File: src/rtl/bli201v32itl_biu_pkg.sv
// Shared TL-UL field widths, opcodes, region indices and BIU state encoding.
// Store masks map to PutFullData / PutPartialData opcodes and sizes via the helpers below.
package bli201v32itl_biu_pkg;

  localparam int TL_OPC_W     = 3;
  localparam int TL_A_PARAM_W = 3;
  localparam int TL_D_PARAM_W = 2;
  localparam int TL_SIZE_W    = 2;
  localparam int TL_SRC_W     = 8;
  localparam int TL_SINK_W    = 1;
  localparam int TL_ADDR_W    = 32;
  localparam int TL_MASK_W    = 4;
  localparam int TL_DATA_W    = 32;

  localparam int REG_ITIM = 0;
  localparam int REG_DTIM = 1;
  localparam int REG_MMIO = 2;
  localparam int REG_N    = 3;

  typedef enum logic [TL_OPC_W-1:0] {
    TL_PUT_FULL_DATA    = 3'd0,
    TL_PUT_PARTIAL_DATA = 3'd1,
    TL_GET              = 3'd4
  } tl_a_opcode_e;

  typedef enum logic [TL_OPC_W-1:0] {
    TL_ACCESS_ACK      = 3'd0,
    TL_ACCESS_ACK_DATA = 3'd1
  } tl_d_opcode_e;

  typedef enum logic [1:0] {
    ST_IDLE,
    ST_REQ,
    ST_RESP,
    ST_DONE
  } biu_state_e;

  typedef struct packed {
    tl_a_opcode_e           opcode;
    logic [TL_SIZE_W-1:0]   size;
    logic [TL_ADDR_W-1:0]   address;
    logic [TL_MASK_W-1:0]   mask;
    logic [TL_DATA_W-1:0]   data;
  } tl_a_req_t;

  function automatic tl_a_opcode_e put_opcode(input logic [TL_MASK_W-1:0] mask);
    return (mask == 4'hF) ? TL_PUT_FULL_DATA : TL_PUT_PARTIAL_DATA;
  endfunction

  // Sparse masks that are not an aligned byte/half still go out as a full-word partial put.
  function automatic logic [TL_SIZE_W-1:0] put_size(input logic [TL_MASK_W-1:0] mask);
    case (mask)
      4'b0001, 4'b0010, 4'b0100, 4'b1000: return 2'd0;
      4'b0011, 4'b1100:                   return 2'd1;
      default:                            return 2'd2;
    endcase
  endfunction

endpackage

File: src/rtl/bli201v32itl_biu_decode.sv
// Combinational region decoder: one hit bit per region plus region-relative offsets.
// Regions are naturally aligned, so each offset is just the low address bits.
module bli201v32itl_biu_decode
  import bli201v32itl_biu_pkg::*;
#(
  parameter logic [31:0] ITIM_BASE = 32'h0000_0000,
  parameter int          ITIM_AW   = 12,
  parameter logic [31:0] DTIM_BASE = 32'h0000_1000,
  parameter int          DTIM_AW   = 12,
  parameter logic [31:0] MMIO_BASE = 32'h0000_2000,
  parameter int          MMIO_AW   = 12
) (
  input  logic [31:0]        addr,
  output logic [REG_N-1:0]   hit,
  output logic [ITIM_AW-1:0] itim_off,
  output logic [DTIM_AW-1:0] dtim_off,
  output logic [MMIO_AW-1:0] mmio_off
);

  localparam logic [REG_N-1:0][31:0] BASES = {MMIO_BASE, DTIM_BASE, ITIM_BASE};
  localparam logic [REG_N-1:0][31:0] AWS   = {32'(MMIO_AW), 32'(DTIM_AW), 32'(ITIM_AW)};

  generate
    for (genvar gi = 0; gi < REG_N; gi++) begin : g_hit
      localparam logic [31:0] HI_MASK = ~((32'd1 << AWS[gi]) - 32'd1);
      assign hit[gi] = (addr & HI_MASK) == BASES[gi];
    end
  endgenerate

  assign itim_off = addr[ITIM_AW-1:0];
  assign dtim_off = addr[DTIM_AW-1:0];
  assign mmio_off = addr[MMIO_AW-1:0];

endmodule

File: src/rtl/bli201v32itl_biu_tlul.sv
// Bus interface unit: zero-latency ITIM/DTIM paths and a TL-UL MMIO master.
// MMIO accesses stall the core until the D response has been captured.
module bli201v32itl_biu_tlul
  import bli201v32itl_biu_pkg::*;
#(
  parameter logic [31:0] ITIM_BASE = 32'h0000_0000,
  parameter int          ITIM_AW   = 12,
  parameter logic [31:0] DTIM_BASE = 32'h0000_1000,
  parameter int          DTIM_AW   = 12,
  parameter logic [31:0] MMIO_BASE = 32'h0000_2000,
  parameter int          MMIO_AW   = 12,
  parameter int          TL_SOURCE = 0,
  parameter logic [31:0] ERR_RDATA = 32'hCCCC_CCCC
) (
  input  logic                    clk,
  input  logic                    rst,
  output logic                    biu_o_halt,
  output logic                    biu_o_bus_err,
  input  logic [31:0]             biu_i_iaddr,
  output logic [31:0]             biu_o_idata,
  input  logic [31:0]             biu_i_daddr,
  input  logic                    biu_i_is_load,
  input  logic                    biu_i_is_store,
  input  logic [3:0]              biu_i_dwmask,
  input  logic [31:0]             biu_i_dwdata,
  output logic [31:0]             biu_o_drdata,
  output logic [ITIM_AW-1:0]      biu_o_itim_addr,
  input  logic [31:0]             biu_i_itim_rdata,
  output logic [DTIM_AW-1:0]      biu_o_dtim_addr,
  output logic [3:0]              biu_o_dtim_wmask,
  output logic [31:0]             biu_o_dtim_wdata,
  input  logic [31:0]             biu_i_dtim_rdata,
  output logic [TL_OPC_W-1:0]     biu_o_tl_a_opcode,
  output logic [TL_A_PARAM_W-1:0] biu_o_tl_a_param,
  output logic [TL_SIZE_W-1:0]    biu_o_tl_a_size,
  output logic [TL_SRC_W-1:0]     biu_o_tl_a_source,
  output logic [TL_ADDR_W-1:0]    biu_o_tl_a_address,
  output logic [TL_MASK_W-1:0]    biu_o_tl_a_mask,
  output logic [TL_DATA_W-1:0]    biu_o_tl_a_data,
  output logic                    biu_o_tl_a_corrupt,
  output logic                    biu_o_tl_a_valid,
  input  logic                    biu_i_tl_a_ready,
  input  logic [TL_OPC_W-1:0]     biu_i_tl_d_opcode,
  input  logic [TL_D_PARAM_W-1:0] biu_i_tl_d_param,
  input  logic [TL_SIZE_W-1:0]    biu_i_tl_d_size,
  input  logic [TL_SRC_W-1:0]     biu_i_tl_d_source,
  input  logic [TL_SINK_W-1:0]    biu_i_tl_d_sink,
  input  logic                    biu_i_tl_d_denied,
  input  logic [TL_DATA_W-1:0]    biu_i_tl_d_data,
  input  logic                    biu_i_tl_d_corrupt,
  input  logic                    biu_i_tl_d_valid,
  output logic                    biu_o_tl_d_ready
);

  localparam logic [TL_SRC_W-1:0] SRC_ID = TL_SRC_W'(TL_SOURCE);

  logic [REG_N-1:0]   d_hit;
  logic [ITIM_AW-1:0] d_itim_off;
  logic [DTIM_AW-1:0] d_dtim_off;
  logic [MMIO_AW-1:0] d_mmio_off;

  bli201v32itl_biu_decode #(
    .ITIM_BASE (ITIM_BASE),
    .ITIM_AW   (ITIM_AW),
    .DTIM_BASE (DTIM_BASE),
    .DTIM_AW   (DTIM_AW),
    .MMIO_BASE (MMIO_BASE),
    .MMIO_AW   (MMIO_AW)
  ) u_decode (
    .addr     (biu_i_daddr),
    .hit      (d_hit),
    .itim_off (d_itim_off),
    .dtim_off (d_dtim_off),
    .mmio_off (d_mmio_off)
  );

  logic access;
  logic mmio_req;
  logic unmapped_req;

  // ITIM has no data-side port (its address is owned by fetch), so data accesses there are errors.
  assign access       = biu_i_is_load | biu_i_is_store;
  assign mmio_req     = access & d_hit[REG_MMIO];
  assign unmapped_req = access & ~(d_hit[REG_DTIM] | d_hit[REG_MMIO]);

  biu_state_e state_reg;
  tl_a_req_t  a_req_reg;
  logic       a_valid_reg;
  logic       d_ready_reg;
  logic       is_store_reg;
  logic       err_reg;
  logic [31:0] rdata_reg;

  always_ff @(posedge clk) begin
    if (rst) begin
      state_reg    <= ST_IDLE;
      a_req_reg    <= '0;
      a_valid_reg  <= 1'b0;
      d_ready_reg  <= 1'b0;
      is_store_reg <= 1'b0;
      err_reg      <= 1'b0;
      rdata_reg    <= '0;
    end else begin
      case (state_reg)
        ST_IDLE: begin
          if (mmio_req) begin
            a_req_reg.opcode  <= biu_i_is_store ? put_opcode(biu_i_dwmask) : TL_GET;
            a_req_reg.size    <= biu_i_is_store ? put_size(biu_i_dwmask) : 2'd2;
            a_req_reg.address <= {{(TL_ADDR_W-MMIO_AW){1'b0}}, d_mmio_off};
            a_req_reg.mask    <= biu_i_is_store ? biu_i_dwmask : 4'hF;
            a_req_reg.data    <= biu_i_is_store ? biu_i_dwdata : '0;
            is_store_reg      <= biu_i_is_store;
            a_valid_reg       <= 1'b1;
            state_reg         <= ST_REQ;
          end
        end
        ST_REQ: begin
          if (biu_i_tl_a_ready) begin
            a_valid_reg <= 1'b0;
            d_ready_reg <= 1'b1;
            state_reg   <= ST_RESP;
          end
        end
        ST_RESP: begin
          if (biu_i_tl_d_valid) begin
            d_ready_reg <= 1'b0;
            rdata_reg   <= biu_i_tl_d_data;
            err_reg     <= biu_i_tl_d_denied | biu_i_tl_d_corrupt |
                           (biu_i_tl_d_source != SRC_ID) |
                           (is_store_reg & (biu_i_tl_d_opcode != TL_ACCESS_ACK));
            state_reg   <= ST_DONE;
          end
        end
        ST_DONE: state_reg <= ST_IDLE;
        default: state_reg <= ST_IDLE;
      endcase
    end
  end

  assign biu_o_halt    = ((state_reg == ST_IDLE) & mmio_req) |
                         (state_reg == ST_REQ) | (state_reg == ST_RESP);
  assign biu_o_bus_err = ((state_reg == ST_DONE) & err_reg) |
                         ((state_reg == ST_IDLE) & unmapped_req);

  always_comb begin
    biu_o_drdata = ERR_RDATA;
    if (state_reg == ST_DONE) begin
      biu_o_drdata = err_reg ? ERR_RDATA : rdata_reg;
    end else if (d_hit[REG_DTIM]) begin
      biu_o_drdata = biu_i_dtim_rdata;
    end
  end

  assign biu_o_itim_addr  = biu_i_iaddr[ITIM_AW-1:0];
  assign biu_o_idata      = biu_i_itim_rdata;

  assign biu_o_dtim_addr  = d_dtim_off;
  assign biu_o_dtim_wdata = biu_i_dwdata;
  assign biu_o_dtim_wmask = (biu_i_is_store & d_hit[REG_DTIM]) ? biu_i_dwmask : 4'h0;

  assign biu_o_tl_a_opcode  = a_req_reg.opcode;
  assign biu_o_tl_a_param   = '0;
  assign biu_o_tl_a_size    = a_req_reg.size;
  assign biu_o_tl_a_source  = SRC_ID;
  assign biu_o_tl_a_address = a_req_reg.address;
  assign biu_o_tl_a_mask    = a_req_reg.mask;
  assign biu_o_tl_a_data    = a_req_reg.data;
  assign biu_o_tl_a_corrupt = 1'b0;
  assign biu_o_tl_a_valid   = a_valid_reg;
  assign biu_o_tl_d_ready   = d_ready_reg;

  logic unused_bits;
  assign unused_bits = ^{biu_i_tl_d_param, biu_i_tl_d_size, biu_i_tl_d_sink,
                         biu_i_iaddr[31:ITIM_AW], d_itim_off, d_hit[REG_ITIM]};

endmodule
File: config.mk
export PLATFORM = sky130hd
export DESIGN_NAME = bli201v32itl_biu_tlul
export DESIGN_NICKNAME = d
export VERILOG_FILES = /design/src/rtl/bli201v32itl_biu_pkg.sv /design/src/rtl/bli201v32itl_biu_decode.sv /design/src/rtl/bli201v32itl_biu_tlul.sv
export SDC_FILE = /design/constraint.sdc
export NUM_CORES = 1
export LEC_CHECK = 0
export ABC_AREA = 1
export CORE_AREA = 2 2 170 172
export CTS_CLUSTER_DIAMETER = 120
export DETAILED_ROUTE_END_ITERATION = 16
export DIE_AREA = 0 0 172 174
export PLACE_DENSITY_LB_ADDON = 0.1
export SLEW_MARGIN = 40
export SYNTH_ARGS = -nofsm -noshare
export SYNTH_HDL_FRONTEND = slang
export SYNTH_SLANG_ARGS = --single-unit
File: constraint.sdc
create_clock -name clk -period 4.23 [get_ports clk]
set_input_delay 0.6345 -clock clk [delete_from_list [all_inputs] [get_ports clk]]
set_output_delay 0.6345 -clock clk [all_outputs]
set_load 0.01 [all_outputs]
# Word-level counts from Yosys, hierarchy flattened
# Cells that the tools add are included.
[word_totals]
reg_bits = 91
out_inout_bits = 213
[op_classes]
eq_ne = 15
muxes = 20
bitwise = 16
n_reduce_logical = 12
[op_table]
columns = ["operator", "count"]
rows = [
  ["32-bit 2-to-1 mux", 4],
  ["20-bit by 1-bit == test with 1-bit output, second input constant", 1],
  ["20-bit by 2-bit == test with 1-bit output, second input constant", 1],
  ["4-bit == test, second input constant", 3],
  ["3-bit AND reduction", 3],
  ["4-bit by 2-bit == test with 1-bit output, second input constant", 2],
  ["2-bit 2-to-1 mux", 4],
  ["4-bit 2-to-1 mux", 2],
  ["1-bit bitwise OR", 8],
  ["2-bit one-hot mux with 4 select lines", 1],
  ["8-bit nonzero test", 1],
  ["1-bit AND", 7],
  ["2-bit inequality test, second input constant", 3],
  ["1-bit 2-to-1 mux", 5],
  ["2-bit == test, second input constant", 2],
  ["4-bit by 1-bit == test with 1-bit output, second input constant", 1],
  ["4-bit by 3-bit == test with 1-bit output, second input constant", 1],
  ["1-bit one-hot mux with 2 select lines", 2],
  ["2-bit one-hot mux with 2 select lines", 1],
  ["2-bit AND reduction", 2],
  ["2-bit nonzero test", 2],
  ["4-bit OR reduction", 1],
  ["3-bit 2-to-1 mux", 1],
  ["3-bit nonzero test", 1],
  ["4 further kinds", 4],
]

# Depth between registers and ports, before layout
[logic_depth]
word_depth = 6
mapped_depth = 10

# Cells and area by module
# A second synthesis with hierarchy kept.
[hier_totals]
hier_cells = 655
area_unflattened_um2 = 4848.4
[by_module_without_submodules]
columns = ["module", "instances", "cells_each", "area_each_um2"]
rows = [
  ["bli201v32itl_biu_tlul", 1, 595, 4484.3],
  ["bli201v32itl_biu_decode", 1, 60, 364.1],
]

# Least setup slack after synthesis
# Ideal clock, no wire load.
[synth_timing]
path_type = "in2out"
start = "in biu_i_daddr[19]"
end = "out biu_o_drdata[12]"
arrival_ns = 1.616
required_ns = 3.595
path_slack_ns = 1.980
cell_stages = 6
path_buffers = 1
path_cell_list = "nor2_1 -> nand2_1 -> nor2_2 -> nand3_1 -> clkbuf_1 -> o21ai_0"
[synth_via]
elab_chain_len = 3
[synth_lines]
columns = ["item", "line_no", "text"]
rows = [
  ["from (decl)", "bli201v32itl_biu_tlul.sv:21", "input logic [31:0] biu_i_daddr,"],
  ["20-bit by 1-bit == test with 1-bit output", "bli201v32itl_biu_decode.sv:26", "assign hit[gi] = (addr & HI_MASK) == BASES[gi];"],
  ["32-bit 2-to-1 mux", "bli201v32itl_biu_tlul.sv:149", "end else if (d_hit[REG_DTIM]) begin"],
  ["32-bit 2-to-1 mux", "bli201v32itl_biu_tlul.sv:147", "if (state_reg == ST_DONE) begin"],
  ["to (decl)", "bli201v32itl_biu_tlul.sv:26", "output logic [31:0] biu_o_drdata,"],
]
# No other way between the ends.

# Final worst setup path
[layout_timing]
start = "in biu_i_daddr[21]"
end = "out biu_o_drdata[29]"
# The elaborated chain is that of the path after synthesis.

==> flow_metrics.env <==
export IMPL_clk_pin_slew_ns=0.07
export IMPL_synth_cells=707
export IMPL_finalSetupTns_ns=0
export IMPL_crit_buf_inv=3
export IMPL_synth_warnings=0
export IMPL_grt_pass1_vias=5045
export IMPL_register_area_sq_mm=0.00180
export IMPL_die_w_um=172
export IMPL_vdd_drop_max_uv=156
export IMPL_cts_buffers=9
export IMPL_io_pin_count=433
export IMPL_totalWireLength_um=19900
export IMPL_fp_coreArea_sq_mm=0.0282
export IMPL_drt_iter0_drc=213
export IMPL_root_buffer="clkbuf_16"
export IMPL_clock_skew_ns=0.0128
export IMPL_nets=1107
export IMPL_holdBufCountCts=0
export IMPL_period_share_pct=80.7
export IMPL_clock_latency_ns=0.35
export IMPL_sw_frac_of_total_pct=33.7
export IMPL_ys_seq_area_share_pct=35.0
export IMPL_period_needed_ns=3.41
export IMPL_leakage_nw=2.87
export IMPL_comb_power_share_pct=32.0
export IMPL_grt_pass1_wl_um=29600
export IMPL_path_max_fanout=17
export IMPL_wl_per_cell_um=15.6
export IMPL_die_area_sq_mm=0.0299
export IMPL_p_seq_share_pct=35.9
export IMPL_drc=0
export IMPL_crit_type="input port to output pin"
export IMPL_p_sw_mw=0.914
export IMPL_layout_setup_ws_ns=0.815
export IMPL_crit_path_start_kind="input port"
export IMPL_place_hpwl_um=14300
export IMPL_timing_fmax_ghz=0.293
export IMPL_die_h_um=174
export IMPL_critical_path_top_delay_family="buffers and inverters"
export IMPL_worstMarginPinSlew_ns=0.695
export IMPL_overflow=0
export IMPL_yosysUniqueCellTypes=35
export IMPL_clock_power_share_pct=32.1
export IMPL_rows=62
export IMPL_hold_viol=0
export IMPL_start_util_pct=18.3
export IMPL_clock_path_buffers=2
export IMPL_dp_cells=1256
export IMPL_status="finished clean"
export IMPL_layout_commonest_cell="clkdlybuf4s50_1"
export IMPL_worst_ep_arrival_time_ns=2.78
export IMPL_globalplace_congestion=0.683
export IMPL_rsz0062_at_grt="false"
export IMPL_p_int_mw=1.80
export IMPL_synth_edf_count=0
export IMPL_async_flop_share_pct=0
export IMPL_cts_tree="done"
export IMPL_cp_common_cell="clkdlybuf4s50_1"
export IMPL_drive_gt1_share_pct=8.78
export IMPL_clock_sinks=90
export IMPL_cap_violations=0
export IMPL_crit_chain="clkdlybuf4s50_1 -> nor2_1 -> nand2_1 -> nor2_2 -> nand3_1 -> buf_4 -> o21ai_0 -> clkdlybuf4s50_1"
export IMPL_grt_max_degree=49
export IMPL_drtAntennaViolNets=0
export IMPL_synthesis_area_sq_mm=0.00515
export IMPL_place_ws_ns=0.701
export IMPL_cp_slowest_stage_delay_ns=0.63
export IMPL_cp_required_ns=3.60
export IMPL_groute_usage_overall_pct=12.9
export IMPL_worst_hold_slack_ns=0.464
export IMPL_io_buffer_count=286
export IMPL_cellPowerDensity_mw_per_mm2=344
export IMPL_post_cts_buffers=0
export IMPL_post_cts_resized=0
export IMPL_cp_slowest_cell="clkdlybuf4s50_1"
export IMPL_vias=4966
export IMPL_area_growth_pct=52.9
export IMPL_cts_htree_levels=3
export IMPL_multi_input_area_sq_mm=0.00224
export IMPL_cp_end_kind="output pin"
export IMPL_synthFlopType="dfxtp_1"
export IMPL_max_slew_margin_pct=53.6
export IMPL_dr_pass1_iters=5
export IMPL_fillers=3141
export IMPL_viasPerCell=3.90
export IMPL_syn_avg_cell_area_sq_um=7.29
export IMPL_slew_violations=0
export IMPL_ys_ff_latch=90
export IMPL_final_cell_mix="284 x clkdlybuf4s50_1, 139 x nor2_1, 90 x dfxtp_1"
export IMPL_hold_class="register to register"
export IMPL_finalSetupViolCount=0
export IMPL_antenna_found_initial=3
export IMPL_stdcell_count=1274
metal layers:
layer / part of all wire (%) / track usage, % / vias up
met5: 0.080 / 0 / -
met2: 45 / 21.3 / 209
met3: 10 / 4.80 / 37
met1: 43 / 15.4 / 2186
li1: - / - / 2532
met4: 1.9 / 4.48 / 2
worst paths after layout:
kind / start / end / slack (ns) / cells after the start
setup / recovery: biu_i_daddr[21] / biu_o_drdata[29] / 0.82 / 8
setup reg to reg: state_reg[0] / biu_o_tl_a_opcode[2] / 2.09 / 10
hold / removal: biu_o_tl_a_data[3] / biu_o_tl_a_data[3] / 0.46 / 2
hold reg to reg: biu_o_tl_a_data[3] / biu_o_tl_a_data[3] / 0.46 / 2
worst register-to-register path, stage by stage, from the launching register on:
cell	delay (ns)
dfxtp_1	0.37
inv_1	0.09
ha_1	0.23
inv_1	0.12
nor2_4	0.08
nand2_8	0.07
buf_4	0.56
inv_4	0.25
nand2_1	0.19
inv_1	0.06
nor2_1	0.08
layout make-up:
cell class,count,area share [%]
Timing Repair Buffer,297,37.2
Antenna cell,2,0.0635
Multi-Input combinational cell,458,28.4
Sequential cell,90,22.9
Tap cell,384,6.10
Inverter,27,1.32
Clock buffer,11,3.21
Clock inverter,5,0.762
synthesized netlist by cell type, types with 2 or more instances:
| library cell | number | share of area [%] |
|---|---|---|
| nor2_1 | 139 | 10 |
| nand4_1 | 42 | 5.1 |
| nor3_1 | 12 | 1.2 |
| nand3_1 | 17 | 1.7 |
| buf_2 | 13 | 1.3 |
| a21oi_2 | 19 | 3.2 |
| dfxtp_1 | 90 | 35 |
| buf_8 | 2 | 0.58 |
| inv_1 | 21 | 1.5 |
| nor4_1 | 2 | 0.24 |
| o21ai_1 | 4 | 0.39 |
| clkinv_1 | 3 | 0.22 |
| buf_6 | 2 | 0.44 |
| nor2_2 | 2 | 0.24 |
| a21oi_1 | 35 | 3.4 |
| o21ai_0 | 57 | 5.5 |
| inv_2 | 2 | 0.15 |
| clkbuf_1 | 25 | 1.8 |
| o22ai_1 | 2 | 0.24 |
| nand2_2 | 20 | 2.4 |
| buf_4 | 122 | 18 |
| nand2_1 | 60 | 4.4 |
| ha_1 | 4 | 0.97 |
per-stage QoR:
step	power (mW)	cell area, sq um	util (%)
finish	2.71	7880	27.9
CTS	2.79	7880	27.9
global route	2.92	7880	27.9
global placement	1.89	7560	26.8
floorplan	1.55	5280	-
detailed placement	1.88	7560	26.8
power groups by stage:
stage	Clock (mW)	Sequential [mW]	Combinational (mW)
floorplan	0	0.981	0.566
global placement	0	0.993	0.895
detailed placement	0	0.996	0.885
CTS	0.926	0.976	0.891
global route	0.952	0.988	0.980
finish	0.871	0.974	0.867
logic make-up after synthesis:
kind of cell / after synthesis / share of synthesized area (%)
AO/OA/AOI/OAI: 121 / 13.4
XOR/XNOR: 1 / 0.170
adder cells (fa/ha/maj): 4 / 0.971
buffers and inverters: 191 / 23.9
flip-flops: 90 / 35.0
other: 1 / 0.0727
AND/OR/NAND/NOR: 299 / 26.6
(Power assumes the default switching activity.)
